--- config.mk ---
export PLATFORM = sky130hd
export DESIGN_NAME = decode_stage
export DESIGN_NICKNAME = d
export VERILOG_FILES = /design/src/rtl/decode_stage.sv
export SDC_FILE = /design/constraint.sdc
export NUM_CORES = 1
export LEC_CHECK = 0
export BUFFER_PORTS_ARGS = -buffer_cell sky130_fd_sc_hd__buf_2
export CAP_MARGIN = 20
export CORE_MARGIN = 2
export CORE_UTILIZATION = 35
export CTS_CLUSTER_DIAMETER = 200
export DETAILED_ROUTE_END_ITERATION = 12
export PLACE_DENSITY = 0.65
export SLEW_MARGIN = 20
export SYNTH_ARGS = -nofsm -noshare
export SYNTH_HDL_FRONTEND = slang
export SYNTH_SLANG_ARGS = --single-unit
export TNS_END_PERCENT = 50
--- constraint.sdc ---
create_clock -name clk -period 4.6 [get_ports clk]
set_clock_uncertainty 0.05 [all_clocks]
set_input_delay 0.23 -clock clk [delete_from_list [all_inputs] [get_ports clk]]
set_output_delay 0.23 -clock clk [all_outputs]
set_load 0.01 [all_outputs]
--- src/rtl/decode_stage.sv ---
// Arya decode stage: cracks one instruction into datapath controls and
// holds it in a one-entry output register with load-use bubbling.
module decode_stage #(
  parameter int DATAPATH_WIDTH     = 64,
  parameter int REGFILE_ADDR_WIDTH = 5,
  parameter int INST_ADDR_WIDTH    = 9,
  parameter bit SIGN_EXT           = 1'b0,
  parameter bit ZERO_REG_HAZARD    = 1'b0
) (
  input  logic                          clk,
  input  logic                          rst_n,
  input  logic [31:0]                   inst_in,
  input  logic                          inst_valid,
  output logic                          inst_ready,
  input  logic                          flush,
  output logic                          out_valid,
  input  logic                          out_ready,
  output logic [REGFILE_ADDR_WIDTH-1:0] R1_addr_out,
  output logic [REGFILE_ADDR_WIDTH-1:0] R2_addr_out,
  output logic [REGFILE_ADDR_WIDTH-1:0] WR_addr_out,
  output logic [DATAPATH_WIDTH-1:0]     imm_out,
  output logic [INST_ADDR_WIDTH-1:0]    branch_offset,
  output logic [3:0]                    alu_ctrl_out,
  output logic                          WR_en_out,
  output logic                          beq_out,
  output logic                          bneq_out,
  output logic                          imm_sel_out,
  output logic                          mem_write_out,
  output logic                          mem_reg_sel,
  output logic [31:0]                   stall_count
);

  localparam int DW = DATAPATH_WIDTH;
  localparam int RA = REGFILE_ADDR_WIDTH;
  localparam int IA = INST_ADDR_WIDTH;

  typedef enum logic {EMPTY, FULL} state_t;

  typedef struct packed {
    logic [RA-1:0] r1;
    logic [RA-1:0] r2;
    logic [RA-1:0] wr;
    logic [DW-1:0] imm;
    logic [IA-1:0] boff;
    logic [3:0]    alu;
    logic [5:0]    ctl;
  } dec_t;

  state_t      state_q, state_d;
  dec_t        dec_q, dec_d, dec_n;
  logic [31:0] stall_q, stall_d;

  logic [5:0] op;
  logic       held_ld;
  logic       use_r2;
  logic       dst_ok;
  logic       match;
  logic       hazard;
  logic       accept;

  always_comb begin
    op          = inst_in[31:26];
    dec_n       = '0;
    dec_n.r1    = inst_in[25:21];
    dec_n.r2    = inst_in[20:16];
    dec_n.wr    = inst_in[15:11];
    dec_n.boff  = inst_in[IA-1:0];
    dec_n.ctl   = op;
    if (SIGN_EXT) dec_n.imm = DW'($signed(inst_in[15:0]));
    else          dec_n.imm = DW'(inst_in[15:0]);
    priority case (1'b1)
      op[2]:         dec_n.alu = 4'd1;
      op[4] | op[3]: dec_n.alu = 4'd2;
      default:       dec_n.alu = inst_in[3:0];
    endcase
  end

  // Stores read R2 as write data even though they use the immediate.
  always_comb begin
    held_ld = (state_q == FULL) & dec_q.ctl[5] & dec_q.ctl[0];
    use_r2  = ~op[2] | op[1];
    dst_ok  = ZERO_REG_HAZARD || (dec_q.wr != '0);
    match   = (dec_q.wr == dec_n.r1) | (use_r2 & (dec_q.wr == dec_n.r2));
    hazard  = held_ld & inst_valid & dst_ok & match;
    inst_ready = ~flush & ~hazard & ((state_q == EMPTY) | out_ready);
    accept  = inst_valid & inst_ready;
  end

  always_comb begin
    state_d = state_q;
    dec_d   = dec_q;
    stall_d = stall_q;
    if (flush) begin
      state_d = EMPTY;
    end else if (accept) begin
      state_d = FULL;
      dec_d   = dec_n;
    end else if (out_ready) begin
      state_d = EMPTY;
    end
    if (hazard && (stall_q != 32'hFFFF_FFFF))
      stall_d = stall_q + 32'd1;
  end

  always_ff @(posedge clk or negedge rst_n) begin
    if (!rst_n) begin
      state_q <= EMPTY;
      dec_q   <= '0;
      stall_q <= '0;
    end else begin
      state_q <= state_d;
      dec_q   <= dec_d;
      stall_q <= stall_d;
    end
  end

  assign out_valid     = (state_q == FULL);
  assign R1_addr_out   = dec_q.r1;
  assign R2_addr_out   = dec_q.r2;
  assign WR_addr_out   = dec_q.wr;
  assign imm_out       = dec_q.imm;
  assign branch_offset = dec_q.boff;
  assign alu_ctrl_out  = dec_q.alu;
  assign WR_en_out     = dec_q.ctl[5];
  assign beq_out       = dec_q.ctl[4];
  assign bneq_out      = dec_q.ctl[3];
  assign imm_sel_out   = dec_q.ctl[2];
  assign mem_write_out = dec_q.ctl[1];
  assign mem_reg_sel   = dec_q.ctl[0];
  assign stall_count   = stall_q;

endmodule
# --- After elaboration in Yosys (flattened, before gate mapping) ---
# Cells that the tools add are included.
op_classes:
  add_sub_neg: 1
  n_eq_ne: 3
  n_mux: 5
  n_bitwise: 17
  n_reduce_logical: 4
ops:
  columns: ["operator", "count"]
  rows:
  - ["$add A32 B1 Y32 const B", 1]
  - ["$ne A32 B32 Y1 const B", 1]
  - ["$eq A5 B5 Y1", 2]
  - ["$and A1 B1 Y1", 9]
  - ["$mux W4", 2]
  - ["$reduce_bool A5 Y1", 1]
  - ["$not A1 Y1", 4]
  - ["$or A1 B1 Y1", 4]
  - ["$mux W1", 3]
  - ["$reduce_bool A3 Y1", 1]
  - ["$reduce_and A2 Y1", 1]
  - ["$logic_and A1 B1 Y1", 1]
word_totals:
  ff_bits: 83
  wordCells: 39

# --- Depth between registers and ports, before layout ---
logic_depth:
  depth_word: 11
  mapped_depth: 9
  ltp_nobuf: 7

# --- Least setup slack after synthesis ---
# OpenSTA, ideal clock, no wires.
synth_timing:
  path_kind: "register -> register"
  from: "register stall_q[0], in the netlist stall_count[0]"
  to: "register stall_q[1], in the netlist stall_count[1]"
  setup_ns: 0.128
  t_arrival_ns: 1.847
  required_ns: 4.422
  path_slack_ns: 2.575
  path_stages_with_launch: 9
  cell_sequence: "dfrtp_1 -> ha_1 -> nand3_2 -> or2_1 -> buf_6 -> nand4b_1 -> nand3_2 -> buf_6 -> mux2_1"
synth_between:
  elab_chain_len: 2
  elab_cells_between_ends: 3
  cone_classes: "add/sub (1); eq/ne (1); reduce/logical (1)"
synth_rtl:
  columns: ["item", "line", "rtl"]
  rows:
  - ["start: declaration", "51", "logic [31:0] stall_q, stall_d;"]
  - ["start signal: assignment", "113", "stall_q <= stall_d;"]
  - ["branches (longest 2 deep; another with $add A32 B1 Y32)", null, null]
# Parallel ways; which one is timed is not known.
# A chain may end at the register's enable or synchronous reset.

# --- Final worst setup path ---
layout_timing:
  from: "register dec_q, in the netlist WR_addr_out[1]"
  to: "output inst_ready"
layout_between:
  elab_chain_len: 7
  elab_cells_between_ends: 10
  cone_classes: "eq/ne (2); bitwise (7); reduce/logical (1)"
layout_rtl:
  columns: ["item", "line", "rtl"]
  rows:
  - ["start: declaration", "50", "dec_t dec_q, dec_d, dec_n;"]
  - ["start signal: assignment", "108", "dec_q <= '0;"]
  - ["start signal: assignment", "112", "dec_q <= dec_d;"]
  - ["$eq A5 B5 Y1", "83", "match = (dec_q.wr == dec_n.r1) | (use_r2 & (dec_q.wr == dec_n.r2));"]
  - ["$and A1 B1 Y1", "83", null]
  - ["$or A1 B1 Y1", "83", null]
  - ["$and A1 B1 Y1 (*)", "84", "hazard = held_ld & inst_valid & dst_ok & match;"]
  - ["$not A1 Y1 (*)", "85", "inst_ready = ~flush & ~hazard & ((state_q == EMPTY) | out_ready);"]
  - ["$and A1 B1 Y1 (*) (2 in a row)", "85", null]
  - ["end: declaration", "14", "output logic inst_ready,"]
# Every way passes the cells marked *; elsewhere a longest branch is shown, timed or not.

==> impl_metrics.yaml <==
detailed_routing:
  finalWirelength_um: 7786
  detailedRoute.firstIterationViolations: 66
  remaining_drc_errors: 0
  drt_pre_antenna_iters: 4
  remaining_antenna_violation_count: 0
  detail_route.vias_per_cell: 4.456
  num_vias: 2598
  wl_per_cell_um: 13.36
worst_hold_path:
  min-delay-path-class: "input pin to register"
grt:
  global_route.usage.total_pct: 13.97
  grt_antenna_before_repair: 0
  first_global_vias: 2495
  grt_max_degree: 70
  grt_overflow_total: 0
  grt_first_pass_wirelength_um: 12470
cells_and_area:
  num-fill-cells: 1010
  finish.net_count: 480
  most_common_cell_after_layout_fill_and_taps_aside: "sky130_fd_sc_hd__buf_2"
  antenna_cells_inserted: 0
  register_area_um2: 1727
  syn_to_final_growth_pct: 18.18
  layout_common_cells: "sky130_fd_sc_hd__buf_2, sky130_fd_sc_hd__dfrtp_1, sky130_fd_sc_hd__conb_1"
  layout-drive-gt1-share_pct: 41.83
  area_of_combinational_cells_with_multiple_inputs_um2: 1573
synth:
  synth.lib_cells_used.distinct: 33
  synth_top_cell_by_area: "sky130_fd_sc_hd__dfrtp_1"
  synthesis.yosys.warnings: 0
  ys_seq_elements: 69
  top_cells_by_area_in_the_synthesized_netlist: "sky130_fd_sc_hd__dfrtp_1, sky130_fd_sc_hd__buf_4, sky130_fd_sc_hd__mux2_2, sky130_fd_sc_hd__xor2_1, sky130_fd_sc_hd__xnor2_1"
  syn-cell-area_um2: 3689
  sequential_cell_area_fraction_in_the_yosys_report_pct: 46.81
  synthesis.instances: 331
  postSynthAreaPerCell_um2: 11.14
  synth.top_cell.area_share_pct: 46.81
floorplan:
  rows: 37
  start_util_pct: 35.89
  io_pins: 169
  die_area_um2: 11380
  chip_height_um: 106.7
  die_width_um: 106.7
  design.core.area_um2: 10280
power:
  switching_share_pct: 27.85
  power.density_cell_area_nw_per_um2: 345.8
  internal_power_mw: 1.088
  power.net_switching_mw: 0.4198
  share_seq_of_total_power_pct: 46.8
  static-leakage-power_nw: 2.194
  share_clk_of_total_power_pct: 35.6
  p_total_mw: 1.507
  irDropWorstVdd_mv: 0.1162
  pwr-share-comb_pct: 17.7
clock_tree:
  total_cts_buffers: 9
  clock_insertion_delay_worst_skew_ns: 0.34
  clock-sinks: 69
  root_buffer: "sky130_fd_sc_hd__clkbuf_8"
  cts_tree: "done"
  cts_buffer_depth: 2
  post_cts.repair.setup_buffers: 0
  clkTransAtPathRegs_ns: 0.07
  htree_num_levels: 3
timing:
  max_transition_viols_final: 0
  max_clock_freq_ghz: 0.4008
  hold_viol_final: 0
  timing.final.crit_period_ns: 2.495
  finalSetupViolCount: 0
  rsz_0062_raised_after_global_routing: "false"
  min_period_over_period_pct: 54.24
  setup_tns_ns: 0
  relSlewSlack_pct: 41.40
  timing_worst_slew_pin_value_ns: 0.8790
setup_path:
  critPathArrivalTime_ns: 2.21
  worstPathRequired_ns: 4.32
  cp_max_fo: 11
  critical_path_class: "register to primary output"
  worstSetupEndpointType: "primary output"
  crit_path_start_kind: "register"
run_status:
  status: "complete, no violations"
placement:
  globalplace.congestion: 0.7516
  place.port_buffers: 120
  dpl.hpwl_um: 5870
flow_run:
  timing.max_cap.violations: 0
==> per-layer routing <==
layer	vias to the layer above	track usage, %	routed length, um
met5	-	0	0
met4	0	6.030	98
met3	9	3.587	635
met2	115	22.34	3737
met1	1250	17.92	3314
li1	1224	-	-
==> state kept, by name (all words and copies together) (netlist names) <==
signal,cells
WR_addr_out,5
imm_sel_out,1
out_valid,1
bneq_out,1
mem_reg_sel,1
branch_offset,8
stall_count,32
R2_addr_out,5
imm_out,3
beq_out,1
alu_ctrl_out,4
WR_en_out,1
R1_addr_out,5
mem_write_out,1
==> synthesized netlist by cell type (all sizes together) <==
cell type / number
buf: 70
dfrtp: 69
mux2: 35
xor2: 23
nor2: 20
nor3: 18
nand2: 17
nand3: 17
xnor2: 16
inv: 10
nand4: 10
nor4: 7
a21oi: 5
o21ai: 4
and2: 1
conb: 1
ha: 1
nand2b: 1
nand4b: 1
nor2b: 1
nor4b: 1
o22ai: 1
o32a: 1
or2: 1
==> power groups by stage <==
stage          registers [mW]  logic, mW  clock network (mW)
2_1_floorplan           0.739      0.175                   0
3_3_place_gp            0.716      0.264                   0
3_5_place_dp            0.719      0.269                   0
6_report                0.705      0.266               0.536
4_1_cts                 0.706      0.271               0.558
5_1_grt                 0.714      0.293               0.589
==> critical path: stages, from the launching register on <==
cell and delay (ns):
sky130_fd_sc_hd__dfrtp_1 0.47, sky130_fd_sc_hd__xnor2_1 0.20, sky130_fd_sc_hd__o21ai_1 0.12, sky130_fd_sc_hd__o22ai_2 0.39
sky130_fd_sc_hd__nand2_2 0.31, sky130_fd_sc_hd__and2_1 0.24, sky130_fd_sc_hd__buf_2 0.14
==> cells by family after synthesis <==
family	count (synthesis)	share of synthesized area (%)
and+or+nand+nor	95	15.33
buffers and inverters	80	15.54
DFF	69	46.81
xor gates and xnor gates	39	9.260
muxes	35	10.68
AOI/OAI and AO/OA	11	1.933
adders and majority gates	1	0.3392
other	1	0.1017
==> layout make-up <==
cell class	instances	area share, %
clock inverter	7	2.067
multi-input combinational	229	36.08
inverter	10	0.8611
tap	136	3.904
sequential	69	39.61
timing repair buffer	123	14.64
clock buffer	9	2.842
==> timing repair <==
| action | 4_1_cts | 5_1_grt |
|---|---|---|
| gates resized for setup | 0 | 0 |
| hold buffers | 2 | 0 |
| endpoints found under the hold margin | 53 | 0 |
==> final timing paths <==
kind                                     start         endpoint  slack, ns  cells past startpoint
worst max register to register  WR_addr_out[0]  stall_count[13]       2.11                      5
worst min-delay path                inst_in[8]       imm_out[8]       0.06                      2
min in group asynchronous                rst_n   stall_count[9]       0.49                      2
worst max-delay path            WR_addr_out[1]       inst_ready       2.11                      6
max in group asynchronous                rst_n        WR_en_out       3.43                      2
worst min register to register  R1_addr_out[1]   R1_addr_out[1]       0.44                      1
==> through the flow <==
stage	utilization [%]	cells	hold WS, ns	setup WS, ns	instance area [um^2]
global placement	39.99	564	0.3532	2.057	4110
finish	42.42	583	0.06443	2.105	4359
floorplan	-	378	-0.1156	2.575	3865
detailed placement	40.14	565	0.3646	2.045	4125
global route	42.42	583	0.03777	1.860	4359
CTS	42.42	583	0.04016	2.028	4359
(Power assumes the default switching activity.)
